### src/rtl/riscv_pkg.sv
// Shared RV32I load/store definitions: FSM state encoding, funct3 codes
// and byte-lane helpers used by the memory access unit.
package riscv_pkg;

    typedef enum logic [1:0] {
        IDLE = 2'd0,
        REQ  = 2'd1,
        WAIT = 2'd2,
        DONE = 2'd3
    } lsu_state_e;

    localparam logic [2:0] LB  = 3'b000;
    localparam logic [2:0] LH  = 3'b001;
    localparam logic [2:0] LW  = 3'b010;
    localparam logic [2:0] LBU = 3'b100;
    localparam logic [2:0] LHU = 3'b101;

    localparam logic [2:0] SB  = 3'b000;
    localparam logic [2:0] SH  = 3'b001;
    localparam logic [2:0] SW  = 3'b010;

    function automatic logic f3_legal(input logic we, input logic [2:0] f3);
        if (we) return (f3 == SB) || (f3 == SH) || (f3 == SW);
        return (f3 == LB) || (f3 == LH) || (f3 == LW) ||
               (f3 == LBU) || (f3 == LHU);
    endfunction

    // size is funct3[1:0]: 00 byte, 01 half, 10 word
    function automatic logic [3:0] lane_be(input logic [1:0] size,
                                           input logic [1:0] off);
        case (size)
            2'b00:   return 4'b0001 << off;
            2'b01:   return off[1] ? 4'b1100 : 4'b0011;
            default: return 4'b1111;
        endcase
    endfunction

    function automatic logic [31:0] lane_wdata(input logic [1:0]  size,
                                               input logic [31:0] wd);
        case (size)
            2'b00:   return {4{wd[7:0]}};
            2'b01:   return {2{wd[15:0]}};
            default: return wd;
        endcase
    endfunction

    function automatic logic misaligned(input logic [1:0] size,
                                        input logic [1:0] off);
        return ((size == 2'b01) && off[0]) ||
               ((size == 2'b10) && (off != 2'b00));
    endfunction

endpackage

### src/rtl/load_align.sv
// Load lane selection and sign/zero extension for RV32I loads.
// Unknown funct3 codes produce zero.
module load_align
    import riscv_pkg::*;
(
    input  logic [2:0]  funct3_i,
    input  logic [1:0]  offset_i,
    input  logic [31:0] rdata_i,
    output logic [31:0] data_o
);

    logic [7:0]  b;
    logic [15:0] h;

    always_comb begin
        b      = rdata_i[{offset_i, 3'b000} +: 8];
        h      = offset_i[1] ? rdata_i[31:16] : rdata_i[15:0];
        data_o = '0;
        case (funct3_i)
            LB:      data_o = {{24{b[7]}}, b};
            LH:      data_o = {{16{h[15]}}, h};
            LW:      data_o = rdata_i;
            LBU:     data_o = {24'd0, b};
            LHU:     data_o = {16'd0, h};
            default: data_o = '0;
        endcase
    end

endmodule

### src/rtl/mem_access_unit.sv
// MEM-stage load/store unit: one outstanding data-memory transaction.
// Define LSU_MISALIGN_CHECK_EN to trap misaligned half/word accesses.
module mem_access_unit
    import riscv_pkg::*;
#(
    parameter int XLEN = 32
) (
    input  logic            clk,
    input  logic            rst_n,
    input  logic            mem_req_valid,
    input  logic            mem_we,
    input  logic [2:0]      mem_funct3,
    input  logic [XLEN-1:0] mem_addr,
    input  logic [XLEN-1:0] mem_wdata,
    output logic            mem_stall_req,
    output logic [XLEN-1:0] load_data,
    output logic            load_valid,
    output logic            dm_req_valid,
    input  logic            dm_req_ready,
    output logic            dm_req_we,
    output logic [XLEN-1:0] dm_req_addr,
    output logic [XLEN-1:0] dm_req_wdata,
    output logic [3:0]      dm_req_be,
    input  logic            dm_rsp_valid,
    input  logic [XLEN-1:0] dm_rsp_rdata,
    output logic            misalign_err
);

    lsu_state_e      state_q;
    logic            we_q;
    logic [2:0]      f3_q;
    logic [1:0]      off_q;
    logic            dm_valid_q;
    logic            dm_we_q;
    logic [XLEN-1:0] dm_addr_q;
    logic [XLEN-1:0] dm_wdata_q;
    logic [3:0]      dm_be_q;
    logic [XLEN-1:0] load_data_q;
    logic            load_valid_q;

    logic            legal;
    logic            mis;
    logic [1:0]      size;
    logic [XLEN-1:0] ext_data;

    assign size  = mem_funct3[1:0];
    assign legal = f3_legal(mem_we, mem_funct3);

`ifdef LSU_MISALIGN_CHECK_EN
    logic mis_q;

    assign mis = legal && misaligned(size, mem_addr[1:0]);

    always_ff @(posedge clk or negedge rst_n) begin
        if (!rst_n) mis_q <= 1'b0;
        else        mis_q <= (state_q == IDLE) && mem_req_valid && mis;
    end

    assign misalign_err = mis_q;
`else
    assign mis          = 1'b0;
    assign misalign_err = 1'b0;
`endif

    load_align u_align (
        .funct3_i (f3_q),
        .offset_i (off_q),
        .rdata_i  (dm_rsp_rdata),
        .data_o   (ext_data)
    );

    always_ff @(posedge clk or negedge rst_n) begin
        if (!rst_n) begin
            state_q      <= IDLE;
            we_q         <= 1'b0;
            f3_q         <= '0;
            off_q        <= '0;
            dm_valid_q   <= 1'b0;
            dm_we_q      <= 1'b0;
            dm_addr_q    <= '0;
            dm_wdata_q   <= '0;
            dm_be_q      <= '0;
            load_data_q  <= '0;
            load_valid_q <= 1'b0;
        end else begin
            load_valid_q <= 1'b0;
            unique case (state_q)
                IDLE: begin
                    if (mem_req_valid) begin
                        we_q  <= mem_we;
                        f3_q  <= mem_funct3;
                        off_q <= mem_addr[1:0];
                        if (!legal) begin
                            state_q <= DONE;
                            if (!mem_we) begin
                                load_valid_q <= 1'b1;
                                load_data_q  <= '0;
                            end
                        end else if (mis) begin
                            state_q <= DONE;
                            if (!mem_we) load_data_q <= '0;
                        end else begin
                            state_q    <= REQ;
                            dm_valid_q <= 1'b1;
                            dm_we_q    <= mem_we;
                            dm_addr_q  <= {mem_addr[XLEN-1:2], 2'b00};
                            dm_be_q    <= lane_be(size, mem_addr[1:0]);
                            dm_wdata_q <= mem_we ? lane_wdata(size, mem_wdata)
                                                 : '0;
                        end
                    end
                end
                // request fields are frozen until the memory accepts
                REQ: begin
                    if (dm_req_ready) begin
                        dm_valid_q <= 1'b0;
                        dm_we_q    <= 1'b0;
                        dm_addr_q  <= '0;
                        dm_wdata_q <= '0;
                        dm_be_q    <= '0;
                        state_q    <= we_q ? DONE : WAIT;
                    end
                end
                WAIT: begin
                    if (dm_rsp_valid) begin
                        load_data_q  <= ext_data;
                        load_valid_q <= 1'b1;
                        state_q      <= DONE;
                    end
                end
                DONE: state_q <= IDLE;
            endcase
        end
    end

    assign mem_stall_req = rst_n & mem_req_valid & (state_q != DONE);
    assign load_data     = load_data_q;
    assign load_valid    = load_valid_q;
    assign dm_req_valid  = dm_valid_q;
    assign dm_req_we     = dm_we_q;
    assign dm_req_addr   = dm_addr_q;
    assign dm_req_wdata  = dm_wdata_q;
    assign dm_req_be     = dm_be_q;

endmodule

### config.mk
export PLATFORM = sky130hd
export DESIGN_NAME = mem_access_unit
export DESIGN_NICKNAME = d
export VERILOG_FILES = /design/src/rtl/riscv_pkg.sv /design/src/rtl/load_align.sv /design/src/rtl/mem_access_unit.sv
export SDC_FILE = /design/constraint.sdc
export NUM_CORES = 1
export LEC_CHECK = 0
export CAP_MARGIN = 20
export CORE_MARGIN = 2
export CORE_UTILIZATION = 68
export CTS_CLUSTER_DIAMETER = 100
export DETAILED_ROUTE_END_ITERATION = 10
export DONT_BUFFER_PORTS = 1
export GPL_ROUTABILITY_DRIVEN = 0
export HOLD_SLACK_MARGIN = 0.12
export PLACE_DENSITY = 0.89
export SLEW_MARGIN = 20
export SYNTH_ARGS = -nofsm -noshare
export SYNTH_HDL_FRONTEND = slang
export SYNTH_SLANG_ARGS = --single-unit
### constraint.sdc
create_clock -name clk -period 6.41 [get_ports clk]
set_input_delay 0.641 -clock clk [delete_from_list [all_inputs] [get_ports clk]]
set_output_delay 0.641 -clock clk [all_outputs]
set_load 0.01 [all_outputs]
==> metrics.csv <==
stage,metric,value,unit
placement,numPortBuffers,0,
clock_network,cts_buffer_depth,2,
critical_path,worstPathRequired,6.70,ns
drt,drt-initial-drc-count,268,
sta,clock-skew-final,0.0139,ns
drt,met3_wirelength,1.15,mm
sta,tightest_slew,1.03,ns
power_and_ir_drop,p_leak,2.36,nW
drt,wl_per_cell,23.3,microns
drt,dr.pass1.iters,5,
synth,yosys.area.top_type_share,54.4,%
final_layout,final_common_cell,dfrtp_1,
final_layout,final_cell_mix,"dfrtp_1 (109), a22o_1 (51), o2bb2ai_1 (31), mux2i_1 (27), and2_1 (18)",
synth,yosysWarnings,0,
final_layout,postLayoutCellArea,5220,sq um
drt,wl_met2,5.36,mm
drt,wl_met1,4.50,mm
final_layout,insertedDiodeCount,0,
flow_run,drv_cap,0,
sta,period_minus_slack,2.69,ns
clock_network,insertion_delay,0.36,ns
synth,synth_area,5010,sq um
final_layout,drive_gt1_share,10.6,%
synth,yosysTopAreaCell,dfrtp_1,
grt,grt_overflow_total,0,
grt,grt_pass1_vias,3385,
clock_network,post-cts-setup-buffers,0,
floorplan,die_w,89.9,microns
power_and_ir_drop,finalPower,0.00272,W
synth,ys_async_sr_fraction,100,%
grt,grt_max_degree,110,
sta,clock.fmax,372,MHz
synth,syn_area_per_cell,12.4,sq um
synth,ys_seq_area_share,54.4,%
sta,setup_viol,0,
sta,slew_headroom,31.4,%
grt,grt_pass1_wl,18.1,mm
floorplan,dieHeight,89.9,microns
drt,top_layer,met4,
clock_network,cts_hold_buf,1,
sta,slew_viol_final,0,
final_layout,nets,491,
floorplan,start_util,69.9,%
critical_path,cp_data_arrival_time,2.98,ns
synth,yosysUniqueCellTypes,46,
synth,ys_seq_elements,109,
grt,grt_antenna_before_repair,0,
grt,grt_usage,28.4,%
floorplan,io_pins,210,
outcome,outcome,"complete, no violations",
sta,fin_hold_ws,0.208,ns
worst_hold_path,hold_path_class,in2async,
placement,dp_hpwl,7.95,mm
critical_path,cp-start-kind,flop,
final_layout,area.growth.synth_to_final,4.14,%
critical_path,worstSetupEndpointType,flop,
clock_network,numCtsBuffers,9,
power_and_ir_drop,ir_worst_vdd,0.289,mV
synth,postSynthCellCount,403,
clock_network,cts_tree,done,
clock_network,cts.clk_slew.worst_paths,0.10,ns
drt,via_per_inst,7.12,
sta,tns,0,ns
clock_network,root_buffer,clkbuf_8,
power_and_ir_drop,cellPowerDensity,520,nW/um^2
drt,vias,3448,
critical_path,crit_type,reg2reg,
critical_path,crit_fanout,37,
floorplan,row_count,31,
synth,synth-edff-count,0,
sta,post-route-period-util,41.9,%
sta,finalHoldViolCount,0,
placement,placed_area,5000,sq um
clock_network,htree_levels,3,
clock_network,clkSinkCount,109,
sta,rsz0062_at_grt,false,
floorplan,die_area,8070,sq um
synth,synth_area_leaders,"dfrtp_1 (54%), a22o_1 (8.9%), o2bb2ai_1 (5.4%)",
floorplan,core_area,7180,sq um
drt,drt-total-wl,11.3,mm
synth,ys.flop_type,dfrtp_1,
clock_network,postCtsResizedCells,0,
drt,drc,0,
drt,postRouteAntennaNets,0,
final cells by class:
| type | count | area [sq um] |
|---|---|---|
| clock buffers | 10 | 128 |
| clock inverters | 4 | 51.3 |
| fillers | 479 | 1960 |
| inverters | 5 | 18.8 |
| multi-input cells | 255 | 2140 |
| flip-flops and latches | 109 | 2730 |
| well taps | 99 | 124 |
| repair buffers | 2 | 35.0 |
metrics by stage:
step                worst slack [ns]  utilization [%]  cells
floorplan                       4.19                -    405
global placement                3.90             69.6    469
detailed placement              3.75             69.6    469
CTS                             3.74             72.5    484
global route                    3.56             72.7    484
finish                          3.72             72.7    484
where the power goes:
part	switching [W]	internal (W)	leakage (nW)	total, W
Sequential	0.000379	0.000978	1.44	0.00136
Combinational	0.000496	0.000473	0.831	0.000969
Clock	0.000213	0.000177	0.0882	0.000390
sequential cells by signal, summed over array words and instances (netlist names):
name and cells:
dm_req_valid 1, off_q 2, f3_q 3, we_q 1, dm_req_addr 30, load_valid 1
dm_req_be 4, dm_req_wdata 32, state_q 2, load_data 32, dm_req_we 1
cells by family after synthesis:
family | Yosys count | synth area share [%]
AND/OR/NAND/NOR | 61 | 6.91
multiplexers | 39 | 8.09
flip-flops | 109 | 54.4
other | 1 | 0.0748
AO/OA/AOI/OAI | 148 | 25.9
adder cells (fa/ha/maj) | 4 | 0.999
buffers and inverters | 41 | 3.57
worst max-delay path, cell delays in order, from the launching register on:
cell and delay, ns:
dfrtp_1 0.44, inv_1 0.10, ha_1 0.30, nor2b_1 0.23, a2111oi_4 0.33, buf_4 0.38, and2_1 0.61, a22o_1 0.24
routing by layer:
layer  GRT usage (%)  vias up
met1            37.0     1688
met3            10.6       26
met4            11.0        0
li1                -     1511
met2            43.9      223
met5               0        -
worst paths after layout:
kind / from / to / slack, ns / cells after the start
setup / recovery: state_q[0] / dm_req_wdata[1] / 3.72 / 7
hold / removal: rst_n / dm_req_wdata[19] / 0.21 / 1
setup reg to reg: state_q[0] / dm_req_wdata[1] / 3.72 / 7
hold reg to reg: we_q / we_q / 0.52 / 1
max in group asynchronous: rst_n / dm_req_addr[8] / 5.81 / 1
min in group clk: mem_wdata[0] / dm_req_wdata[0] / 0.41 / 1
Yosys cell counts, types with 2 or more instances:
cell type	n
mux2_2	12
ha_1	4
o2bb2ai_1	31
inv_1	5
a22o_1	51
a211o_1	2
o21ai_0	12
nor2b_1	4
o21bai_1	2
nand2b_1	3
nor3b_1	3
a222oi_1	6
a211oi_1	4
or4b_1	2
mux2i_1	27
or3_1	2
nand2_1	14
a221oi_1	7
or3b_2	2
nor2_1	7
and2_1	18
dfrtp_1	109
o221a_2	8
buf_2	5
clkbuf_1	25
buf_4	5
a21o_1	6
o221a_1	9
Note: power is estimated with default switching activity, not from simulation.
